==> src/rtl/pwm_pkg.sv <==
// Shared types and helpers for the PWM generator slice.
package pwm_pkg;

  typedef enum logic {
    IDLE = 1'b0,
    RUN  = 1'b1
  } pwm_state_t;

  // Bits needed to hold 0..ticks-1, never less than one.
  function automatic int unsigned cnt_width(input int unsigned ticks);
    return (ticks > 1) ? $clog2(ticks) : 1;
  endfunction

endpackage

==> src/rtl/pwm_generator_if.sv <==
// Control and waveform signals of the PWM generator.
interface pwm_generator_if #(
  parameter int unsigned N = 8
);

  logic         ena;
  logic [N-1:0] duty;
  logic         out;
  logic         period_done;
  logic         running;

  modport master (
    output ena,
    output duty,
    input  out,
    input  period_done,
    input  running
  );

  modport slave (
    input  ena,
    input  duty,
    output out,
    output period_done,
    output running
  );

endinterface

==> src/rtl/pulse_generator.sv <==
// Prescaler: emits a one-clock tick every TICKS enabled clocks.
module pulse_generator
  import pwm_pkg::*;
#(
  parameter int unsigned TICKS = 1
) (
  input  logic clk,
  input  logic rst,
  input  logic ena,
  output logic tick
);

  localparam int unsigned W = cnt_width(TICKS);
  localparam logic [W-1:0] Last = W'(TICKS - 1);

  logic [W-1:0] pre_q;

  // With TICKS=1 the counter stays at zero and tick follows ena.
  assign tick = ena && (pre_q == Last);

  // Count enabled clocks, wrapping on tick.
  always_ff @(posedge clk) begin
    if (rst) begin
      pre_q <= '0;
    end else if (ena) begin
      pre_q <= tick ? '0 : pre_q + 1'b1;
    end
  end

endmodule

==> src/rtl/pwm_generator.sv <==
// PWM generator with period-boundary duty shadowing and graceful stop.
module pwm_generator
  import pwm_pkg::*;
#(
  parameter int unsigned N              = 8,
  parameter int unsigned TICKS_PER_STEP = 1
) (
  input  logic            clk,
  input  logic            rst,
  pwm_generator_if.slave  bus
);

  pwm_state_t   state_q;
  logic [N-1:0] cnt_q;
  logic [N-1:0] shd_q;
  logic         step;
  logic         running;
  logic         period_done;
  logic         pre_clr;

  assign running = (state_q == RUN);

  // Prescaler is held clear whenever the generator is idle.
  assign pre_clr = rst || !running;

  pulse_generator #(
    .TICKS (TICKS_PER_STEP)
  ) u_prescaler (
    .clk  (clk),
    .rst  (pre_clr),
    .ena  (running),
    .tick (step)
  );

  assign period_done = running && step && (cnt_q == '1);

  // Outputs decoded straight from registered state.
  always_comb begin
    bus.out         = running && (cnt_q < shd_q);
    bus.period_done = period_done;
    bus.running     = running;
  end

  // Run/idle sequencing, step counter and duty shadow.
  always_ff @(posedge clk) begin
    if (rst) begin
      state_q <= IDLE;
      cnt_q   <= '0;
      shd_q   <= '0;
    end else begin
      unique case (state_q)
        IDLE: begin
          if (bus.ena) begin
            state_q <= RUN;
            cnt_q   <= '0;
            shd_q   <= bus.duty;
          end
        end
        RUN: begin
          if (step) begin
            cnt_q <= cnt_q + 1'b1;
          end
          // Duty and stop requests only act at the period boundary.
          if (period_done) begin
            shd_q <= bus.duty;
            if (!bus.ena) begin
              state_q <= IDLE;
            end
          end
        end
        default: state_q <= IDLE;
      endcase
    end
  end

endmodule

==> src/flat_wrapper.sv <==
// flat-port wrapper written by rule: the top's interface ports become plain ports
module pwm_generator_flat import pwm_pkg::*;
#(
  parameter int unsigned N              = 8,
  parameter int unsigned TICKS_PER_STEP = 1
)
  (clk, rst, bus_ena, bus_duty, bus_out, bus_period_done, bus_running);
  pwm_generator_if #(.N(N)) bus_i ();
  input  logic clk;
  input  logic rst;
  input wire logic [$bits(bus_i.ena)-1:0] bus_ena;
  input wire logic [$bits(bus_i.duty)-1:0] bus_duty;
  output wire logic [$bits(bus_i.out)-1:0] bus_out;
  output wire logic [$bits(bus_i.period_done)-1:0] bus_period_done;
  output wire logic [$bits(bus_i.running)-1:0] bus_running;
  assign bus_i.ena = bus_ena;
  assign bus_i.duty = bus_duty;
  assign bus_out = bus_i.out;
  assign bus_period_done = bus_i.period_done;
  assign bus_running = bus_i.running;
  pwm_generator #(.N(N), .TICKS_PER_STEP(TICKS_PER_STEP)) u_core (.clk(clk), .rst(rst), .bus(bus_i));
endmodule
==> config.mk <==
export PLATFORM = sky130hd
export DESIGN_NAME = pwm_generator_flat
export DESIGN_NICKNAME = d
export VERILOG_FILES = /design/src/rtl/pwm_pkg.sv /design/src/rtl/pwm_generator_if.sv /design/src/rtl/pulse_generator.sv /design/src/rtl/pwm_generator.sv /design/src/flat_wrapper.sv
export SDC_FILE = /design/constraint.sdc
export NUM_CORES = 1
export LEC_CHECK = 0
export BUFFER_PORTS_ARGS = -buffer_cell sky130_fd_sc_hd__buf_2
export CAP_MARGIN = 20
export CORE_ASPECT_RATIO = 0.75
export CORE_MARGIN = 4
export CORE_UTILIZATION = 45
export CTS_BUF_LIST = sky130_fd_sc_hd__clkbuf_2 sky130_fd_sc_hd__clkbuf_4 sky130_fd_sc_hd__clkbuf_8
export DETAILED_ROUTE_END_ITERATION = 10
export GPL_ROUTABILITY_DRIVEN = 0
export GPL_TIMING_DRIVEN = 1
export PLACE_DENSITY = 0.66
export SYNTH_ARGS = -nofsm -noshare
export SYNTH_HDL_FRONTEND = slang
export SYNTH_HIERARCHICAL = 1
export SYNTH_SLANG_ARGS = --single-unit
export TNS_END_PERCENT = 1
==> constraint.sdc <==
create_clock -name clk -period 1.3 [get_ports clk]
set_clock_uncertainty 0.05 [all_clocks]
set_input_delay 0.13 -clock clk [delete_from_list [all_inputs] [get_ports clk]]
set_output_delay 0.13 -clock clk [all_outputs]
set_load 0.1 [all_outputs]
### After elaboration in Yosys (flattened, before gate mapping)

Cells that the tools add are included.

| storage, ports and cells | value |
|---|---|
| flip-flop bits (word level) | 18 |
| input bits | 11 |
| output and inout bits | 3 |
| word-level logic and storage cells | 31 |

| operators by class | value |
|---|---|
| add/subtract/negate cells | 2 |
| order comparisons | 1 |
| equality and inequality tests | 4 |
| mux-type cells | 10 |
| bitwise operators | 2 |
| reductions and logical operators | 8 |

Operator list:

| operator | number |
|---|---|
| 8-bit two-way mux | 4 |
| 8-bit case mux with 2 select lines | 2 |
| 8-bit by 1-bit adder with 8-bit output, second input constant | 1 |
| 8-bit == test, second input constant | 1 |
| 8-bit < comparator | 1 |
| 2-bit inequality test, second input constant | 3 |
| 1-bit logical AND | 4 |
| 2-bit AND reduction | 2 |
| 1-bit two-way mux | 3 |
| 1-bit NOT | 2 |
| 1-bit case mux with 2 select lines | 1 |
| 1-bit adder, second input constant | 1 |
| 1-bit zero test | 1 |
| 1-bit logical OR | 1 |

### Depth between registers and ports, before layout

| logic depth | value |
|---|---|
| depth in word-level cells | 6 |
| mapped depth | 5 |
| depth with buffers taken out | 5 |

### Modules after synthesis

Netlist, hierarchy kept.

Modules (own cells, without submodules):

| module | instances | cells each | area an instance (µm²) |
|---|---|---|---|
| pwm_generator | 1 | 150 | 1244.9 |
| pulse_generator | 1 | 3 | 41.3 |

### Worst setup path before layout

Ideal clock, no wire load.

| path | value |
|---|---|
| path kind | flip-flop to flip-flop |
| start point | register u_core.state_q (netlist: u_core/bus.running) |
| end point | register u_core.state_q (netlist: u_core/bus.running) |
| data arrival time | 3.715 ns |
| required time | 1.029 ns |
| setup slack | -2.687 ns |
| stages on the path, launching flop included | 5 |
| period minus slack after synthesis | 3.987 ns |
| cell sequence | dfxtp_1 -> and2b_2 -> nand4_1 -> nor3_1 -> o2bb2ai_1 |

| between the ends | value |
|---|---|
| cells in the longest elaborated chain, start to end | 5 |

Ends and longest elaborated chain:

| item | line | source |
|---|---|---|
| from (decl) | pwm_generator.sv:13 | `pwm_state_t state_q;` |
| from (signal assigned) | pwm_generator.sv:47 | `state_q <= IDLE;` |
| from (signal assigned) | pwm_generator.sv:54 | `state_q <= RUN;` |
| from (signal assigned) | pwm_generator.sv:67 | `state_q <= IDLE;` |
| 1-bit logical AND | pulse_generator.sv:19 | `assign tick = ena && (pre_q == Last);` |
| named net u_core.step | pwm_generator.sv:16 | `logic step;` |
| 1-bit logical AND (2 in a row) | pwm_generator.sv:35 | `assign period_done = running && step && (cnt_q == '1);` |
| named net bus_period_done | flat_wrapper.sv:14 | `output wire logic [$bits(bus_i.period_done)-1:0] bus_period_done;` |
| 1-bit two-way mux | pwm_generator.sv:64 | `if (period_done) begin` |
| 1-bit case mux with 2 select lines | pwm_generator.sv:51 | `unique case (state_q)` |

The timed path passes the listed nets, and every way through them passes these cells.
A chain may end at the register's enable or synchronous reset.

### Worst setup path in the final report

| path | value |
|---|---|
| start point | register u_core.shd_q[7] |
| end point | output bus_out |

| between the ends | value |
|---|---|
| cells in the longest elaborated chain, start to end | 2 |

Ends and longest elaborated chain:

| item | line | source |
|---|---|---|
| from (decl) | pwm_generator.sv:15 | `logic [N-1:0] shd_q;` |
| from (signal assigned) | pwm_generator.sv:56 | `shd_q <= bus.duty;` |
| from (signal assigned) | pwm_generator.sv:65 | `shd_q <= bus.duty;` |
| 8-bit < comparator | pwm_generator.sv:39 | `bus.out = running && (cnt_q < shd_q);` |
| 1-bit logical AND | pwm_generator.sv:39 |  |
| to (decl) | flat_wrapper.sv:13 | `output wire logic [$bits(bus_i.out)-1:0] bus_out;` |

Every way passes these cells.

==> report_table.html <==
<table>
<tr><th>Metric</th><th>Value</th></tr>
<tr><th colspan="2">Logic synthesis</th></tr>
<tr><td>Biggest area contributors in the synthesized netlist</td><td>dfxtp_1 28%, ha_1 7.8%, nor2b_1 7.8%, o211ai_1 7.0%, nor4bb_1 6.2%</td></tr>
<tr><td>Number of cells produced by synthesis</td><td>between 150 and 200</td></tr>
<tr><td>Syn_area_per_cell</td><td>~8.4 um2</td></tr>
<tr><td>Proportion of netlist area held by the largest area contributor</td><td>~28%</td></tr>
<tr><td>Number of enable flip-flop cells after synthesis</td><td>0</td></tr>
<tr><td>Summed instance area of the synthesized netlist</td><td>0.00129 mm2</td></tr>
<tr><td>Flip-flop and latch count after synthesis</td><td>18</td></tr>
<tr><td>Yosys warning total</td><td>6</td></tr>
<tr><td>Count of distinct cell types in the synthesized netlist</td><td>42</td></tr>
<tr><td>Async S/R FF share, synth</td><td>0%</td></tr>
<tr><td>Most used standard cell by instance count after synthesis</td><td>dfxtp_1</td></tr>
<tr><td>Number of nets in the synthesized netlist</td><td>172</td></tr>
<tr><td>Flip-flop cell with the highest count after synthesis</td><td>dfxtp_1</td></tr>
<tr><td>Sequential share of the synthesized area</td><td>28.0%</td></tr>
<tr><td>Commonest cells in the netlist</td><td>18 x dfxtp_1, 16 x nor2b_1, 12 x nand3_1, 12 x o211ai_1, 10 x inv_1</td></tr>
<tr><td>Dominant cell type by area after synthesis</td><td>dfxtp_1</td></tr>
<tr><th colspan="2">GRT</th></tr>
<tr><td>Wire length of the first global-routing pass</td><td>6.01 mm</td></tr>
<tr><td>Initial antenna violation count</td><td>0</td></tr>
<tr><td>GRT Total Usage</td><td>between 20 and 25%</td></tr>
<tr><td>Aggregate global routing overflow</td><td>0</td></tr>
<tr><td>Maximum number of pins on one net before global-route repair</td><td>27</td></tr>
<tr><td>Via count of the first global-routing pass</td><td>between 1,000 and 1,500</td></tr>
<tr><th colspan="2">Pwr</th></tr>
<tr><td>P_sw</td><td>roughly 470 uW</td></tr>
<tr><td>Combinational share of power</td><td>29.5%</td></tr>
<tr><td>Maximum VDD drop</td><td>around 0.70 mV</td></tr>
<tr><td>Relative contribution of sequential cells to total power</td><td>about two fifths</td></tr>
<tr><td>Total power divided by cell area</td><td>852 mW/mm2</td></tr>
<tr><td>Switching portion of total power</td><td>31.1%</td></tr>
<tr><td>Leakage power</td><td>between 0.0006 and 0.0007 uW</td></tr>
<tr><td>Internal power contribution</td><td>between 1000 and 1500 uW</td></tr>
<tr><td>Clock power share</td><td>between 20 and 30%</td></tr>
<tr><th colspan="2">Min path</th></tr>
<tr><td>Cell depth of the worst min-delay path</td><td>4</td></tr>
<tr><td>Class of the worst hold path</td><td>input port to flip-flop</td></tr>
<tr><td>Hold path endpoint</td><td>u_core/shd_q[3]$_SDFFE_PP0P_</td></tr>
<tr><td>Startpoint of the tightest hold check path</td><td>bus_duty[3]</td></tr>
<tr><th colspan="2">Setup path</th></tr>
<tr><td>R2R cell count</td><td>6</td></tr>
<tr><td>End of the worst register-to-register path</td><td>u_core/shd_q[4]$_SDFFE_PP0P_</td></tr>
<tr><td>Family with the most delay on the worst path</td><td>compound AO/OA/AOI/OAI gates</td></tr>
<tr><td>Required arrival time at the worst endpoint</td><td>1120 ps</td></tr>
<tr><td>CP cell instances</td><td>inv_1 &gt; ha_1 &gt; o2111a_1 &gt; a221oi_4 &gt; buf_12</td></tr>
<tr><td>CP max stage cell</td><td>dfxtp_1</td></tr>
<tr><td>R2R setup slack</td><td>-160 ps</td></tr>
<tr><td>Crit end category</td><td>output port</td></tr>
<tr><td>Largest driver fanout on the critical path</td><td>2</td></tr>
<tr><td>Delay of the slowest cell on the worst path</td><td>between 300 and 400 ps</td></tr>
<tr><td>Reg-to-reg startpoint</td><td>u_core/u_prescaler/pre_q$_SDFFE_PP0P_</td></tr>
<tr><td>Buffers &amp; Inverters on Critical Path</td><td>2</td></tr>
<tr><td>Critical path startpoint category</td><td>flip-flop</td></tr>
<tr><td>Path type of the worst setup path</td><td>flip-flop to output port</td></tr>
<tr><td>Arrival time at the worst endpoint</td><td>1690 ps</td></tr>
<tr><th colspan="2">Die</th></tr>
<tr><td>Io pins</td><td>14</td></tr>
<tr><td>Initial core utilization</td><td>between 40% and 50%</td></tr>
<tr><td>Die area</td><td>~0.0038 mm2</td></tr>
<tr><td>Cell row count</td><td>16</td></tr>
<tr><td>Area inside the core boundary</td><td>about 0.0027 mm2</td></tr>
<tr><td>Chip Width</td><td>about 70 um</td></tr>
<tr><td>Die height</td><td>between 50 and 60 um</td></tr>
<tr><th colspan="2">Timing</th></tr>
<tr><td>Slew headroom</td><td>70.2%</td></tr>
<tr><td>Highest clock rate</td><td>~540 MHz</td></tr>
<tr><td>Worst Max-Slew Pin Slew</td><td>roughly 450 ps</td></tr>
<tr><td>Min Clock Period, post-route</td><td>approximately 1900 ps</td></tr>
<tr><td>Unrepaired setup endpoints after global routing</td><td>true</td></tr>
<tr><td>Pins over their slew limit</td><td>0</td></tr>
<tr><td>Slack of the critical path</td><td>-565 ps</td></tr>
<tr><td>Worst Hold Slack</td><td>between 200 and 250 ps</td></tr>
<tr><td>Number of endpoints with negative hold slack in the final report</td><td>0</td></tr>
<tr><td>Final period utilization</td><td>143%</td></tr>
<tr><td>Final setup violation count</td><td>14</td></tr>
<tr><th colspan="2">Clock tree</th></tr>
<tr><td>CTS buffer count</td><td>3</td></tr>
<tr><td>Cts hold-fix bufs</td><td>0</td></tr>
<tr><td>Source-to-sink clock delay at the later pin of the worst-skew pair</td><td>about 250 ps</td></tr>
<tr><td>Setup bufs post-CTS</td><td>0</td></tr>
<tr><td>Worst-path clk slew</td><td>70 ps</td></tr>
<tr><td>Root Buffer Master</td><td>clkbuf_8</td></tr>
<tr><td>Sinks on the clock net</td><td>18</td></tr>
<tr><td>Maximum clock insertion buffer count</td><td>2</td></tr>
<tr><td>TritonCTS clock tree</td><td>built</td></tr>
<tr><td>Number of H-tree levels</td><td>1</td></tr>
<tr><th colspan="2">Route</th></tr>
<tr><td>Number of vias per cell</td><td>about 6</td></tr>
<tr><td>Number of detailed-route iterations in the first pass</td><td>4</td></tr>
<tr><td>Final antenna-violating net count</td><td>0</td></tr>
<tr><td>Total length of routed wires</td><td>between 3 and 4 mm</td></tr>
<tr><td>Detailed Route Iter0 Violations</td><td>approximately 100</td></tr>
<tr><td>Via count</td><td>roughly 1,300</td></tr>
<tr><td>Average routed wire per standard cell</td><td>approximately 17 um</td></tr>
<tr><td>Remaining design rule violation count</td><td>0</td></tr>
<tr><th colspan="2">Layout</th></tr>
<tr><td>Final Non-Filler Cells</td><td>between 200 and 250</td></tr>
<tr><td>Utilization after layout</td><td>between 60% and 70%</td></tr>
<tr><td>Count of nets after finishing</td><td>between 200 and 250</td></tr>
<tr><td>Area grow syn2layout</td><td>36.9%</td></tr>
<tr><td>Fraction of layout cells with a size suffix above 1</td><td>41.2%</td></tr>
<tr><td>Number of antenna diodes</td><td>0</td></tr>
<tr><th colspan="2">Status</th></tr>
<tr><td>Outcome</td><td>finished, violations left</td></tr>
<tr><td>Failing checks</td><td>negative setup slack</td></tr>
<tr><th colspan="2">Placement</th></tr>
<tr><td>HPWL after detailed placement</td><td>between 2 and 3 mm</td></tr>
<tr><td>Placed cells</td><td>around 210</td></tr>
<tr><td>Count of buffers inserted at the top-level ports</td><td>13</td></tr>
<tr><th colspan="2">Flow run</th></tr>
<tr><td>Maxcap violations</td><td>0</td></tr>
</table>
stage by stage:
stage / total power [uW] / TNS [ps] / cell area, um2 / worst slack, ps
final: 1500 / -2050 / 1760 / -565
after global routing: 1580 / -3140 / 1760 / -664
after CTS: 1510 / -2010 / 1750 / -579
after detailed placement: 1030 / -2110 / 1580 / -421
after global placement: 1020 / -1930 / 1580 / -383
after floorplan: 908 / -6520 / 1320 / -821
worst max-delay path by stage:
stage          slack, ps                          start  cells past startpoint                       endpoint
6_report            -570   u_core/shd_q[7]$_SDFFE_PP0P_                      5                        bus_out
5_1_grt             -660   u_core/shd_q[2]$_SDFFE_PP0P_                      6                        bus_out
4_1_cts             -580   u_core/shd_q[1]$_SDFFE_PP0P_                      6                        bus_out
3_5_place_dp        -420   u_core/shd_q[3]$_SDFFE_PP0P_                      6                        bus_out
3_3_place_gp        -380   u_core/shd_q[3]$_SDFFE_PP0P_                      6                        bus_out
2_1_floorplan       -820  u_core/bus.running$_SDFF_PP0_                      4  u_core/bus.running$_SDFF_PP0_
worst min-delay path, cell delays in order:
cell     delay, ps
buf_2           90
nor2b_1        110
nand4_1         90
nand3_1         80
state kept, by name, summed over array words and instances, names as in the netlist:
name,count
u_core/cnt_q,8
u_core/shd_q,8
u_core/bus.running,1
u_core/u_prescaler/pre_q,1
routing by layer:
metal  wire, um  GRT usage [%]
met5          0              0
met4          7           2.87
met3        141           4.95
met2       1760           36.7
met1       1710           26.1
final cells by class:
type | instances | area (um2)
Multi-Input combinational cell | 112 | 941
Fill cell | 222 | 902
Sequential cell | 18 | 374
Timing Repair Buffer | 37 | 309
Clock buffer | 4 | 48.8
Tap cell | 36 | 45.0
Inverter | 11 | 42.5
cell usage in the layout (no fill, tap or decap), types with 4 or more instances in the layout:
cell type / netlist / final
o211ai_1: 12 / 12
inv_1: 10 / 6
buf_2: 3 / 10
nand4_1: 9 / 9
dfxtp_1: 18 / 9
a31oi_1: 9 / 9
buf_4: 2 / 19
nor4bb_1: 8 / 8
dfxtp_2: 0 / 8
inv_2: 0 / 4
buf_6: 1 / 5
ha_4: 0 / 4
nand3_1: 12 / 11
nor2b_1: 16 / 16
a21oi_1: 5 / 4
power groups by stage:
stage	combinational, uW	sequential [uW]	clock (uW)
after floorplan	266	641	0
after global placement	391	627	0
after detailed placement	403	630	0
after CTS	435	627	443
after global routing	481	634	466
final	442	628	429
cells by family (layout without fill, tap and decap cells):
family / Yosys count / count (layout) / share of synthesized area (%)
mux: 2 / 2 / 1.56
buf+inv: 23 / 52 / 9.05
fa+ha+maj: 8 / 8 / 7.78
flops: 18 / 18 / 28.0
compound gates: 36 / 36 / 19.5
simple gates: 66 / 66 / 34.1
what timing repair did:
| action | 4_1_cts | 5_1_grt |
|---|---|---|
| setup endpoints to repair | 17 | 17 |
| gates cloned | 0 | 0 |
| gates resized for setup | 32 | 2 |
| pin swaps | 11 | 2 |
| hold endpoints to repair | 0 | 0 |
Note: power is estimated with default switching activity, not from simulation.
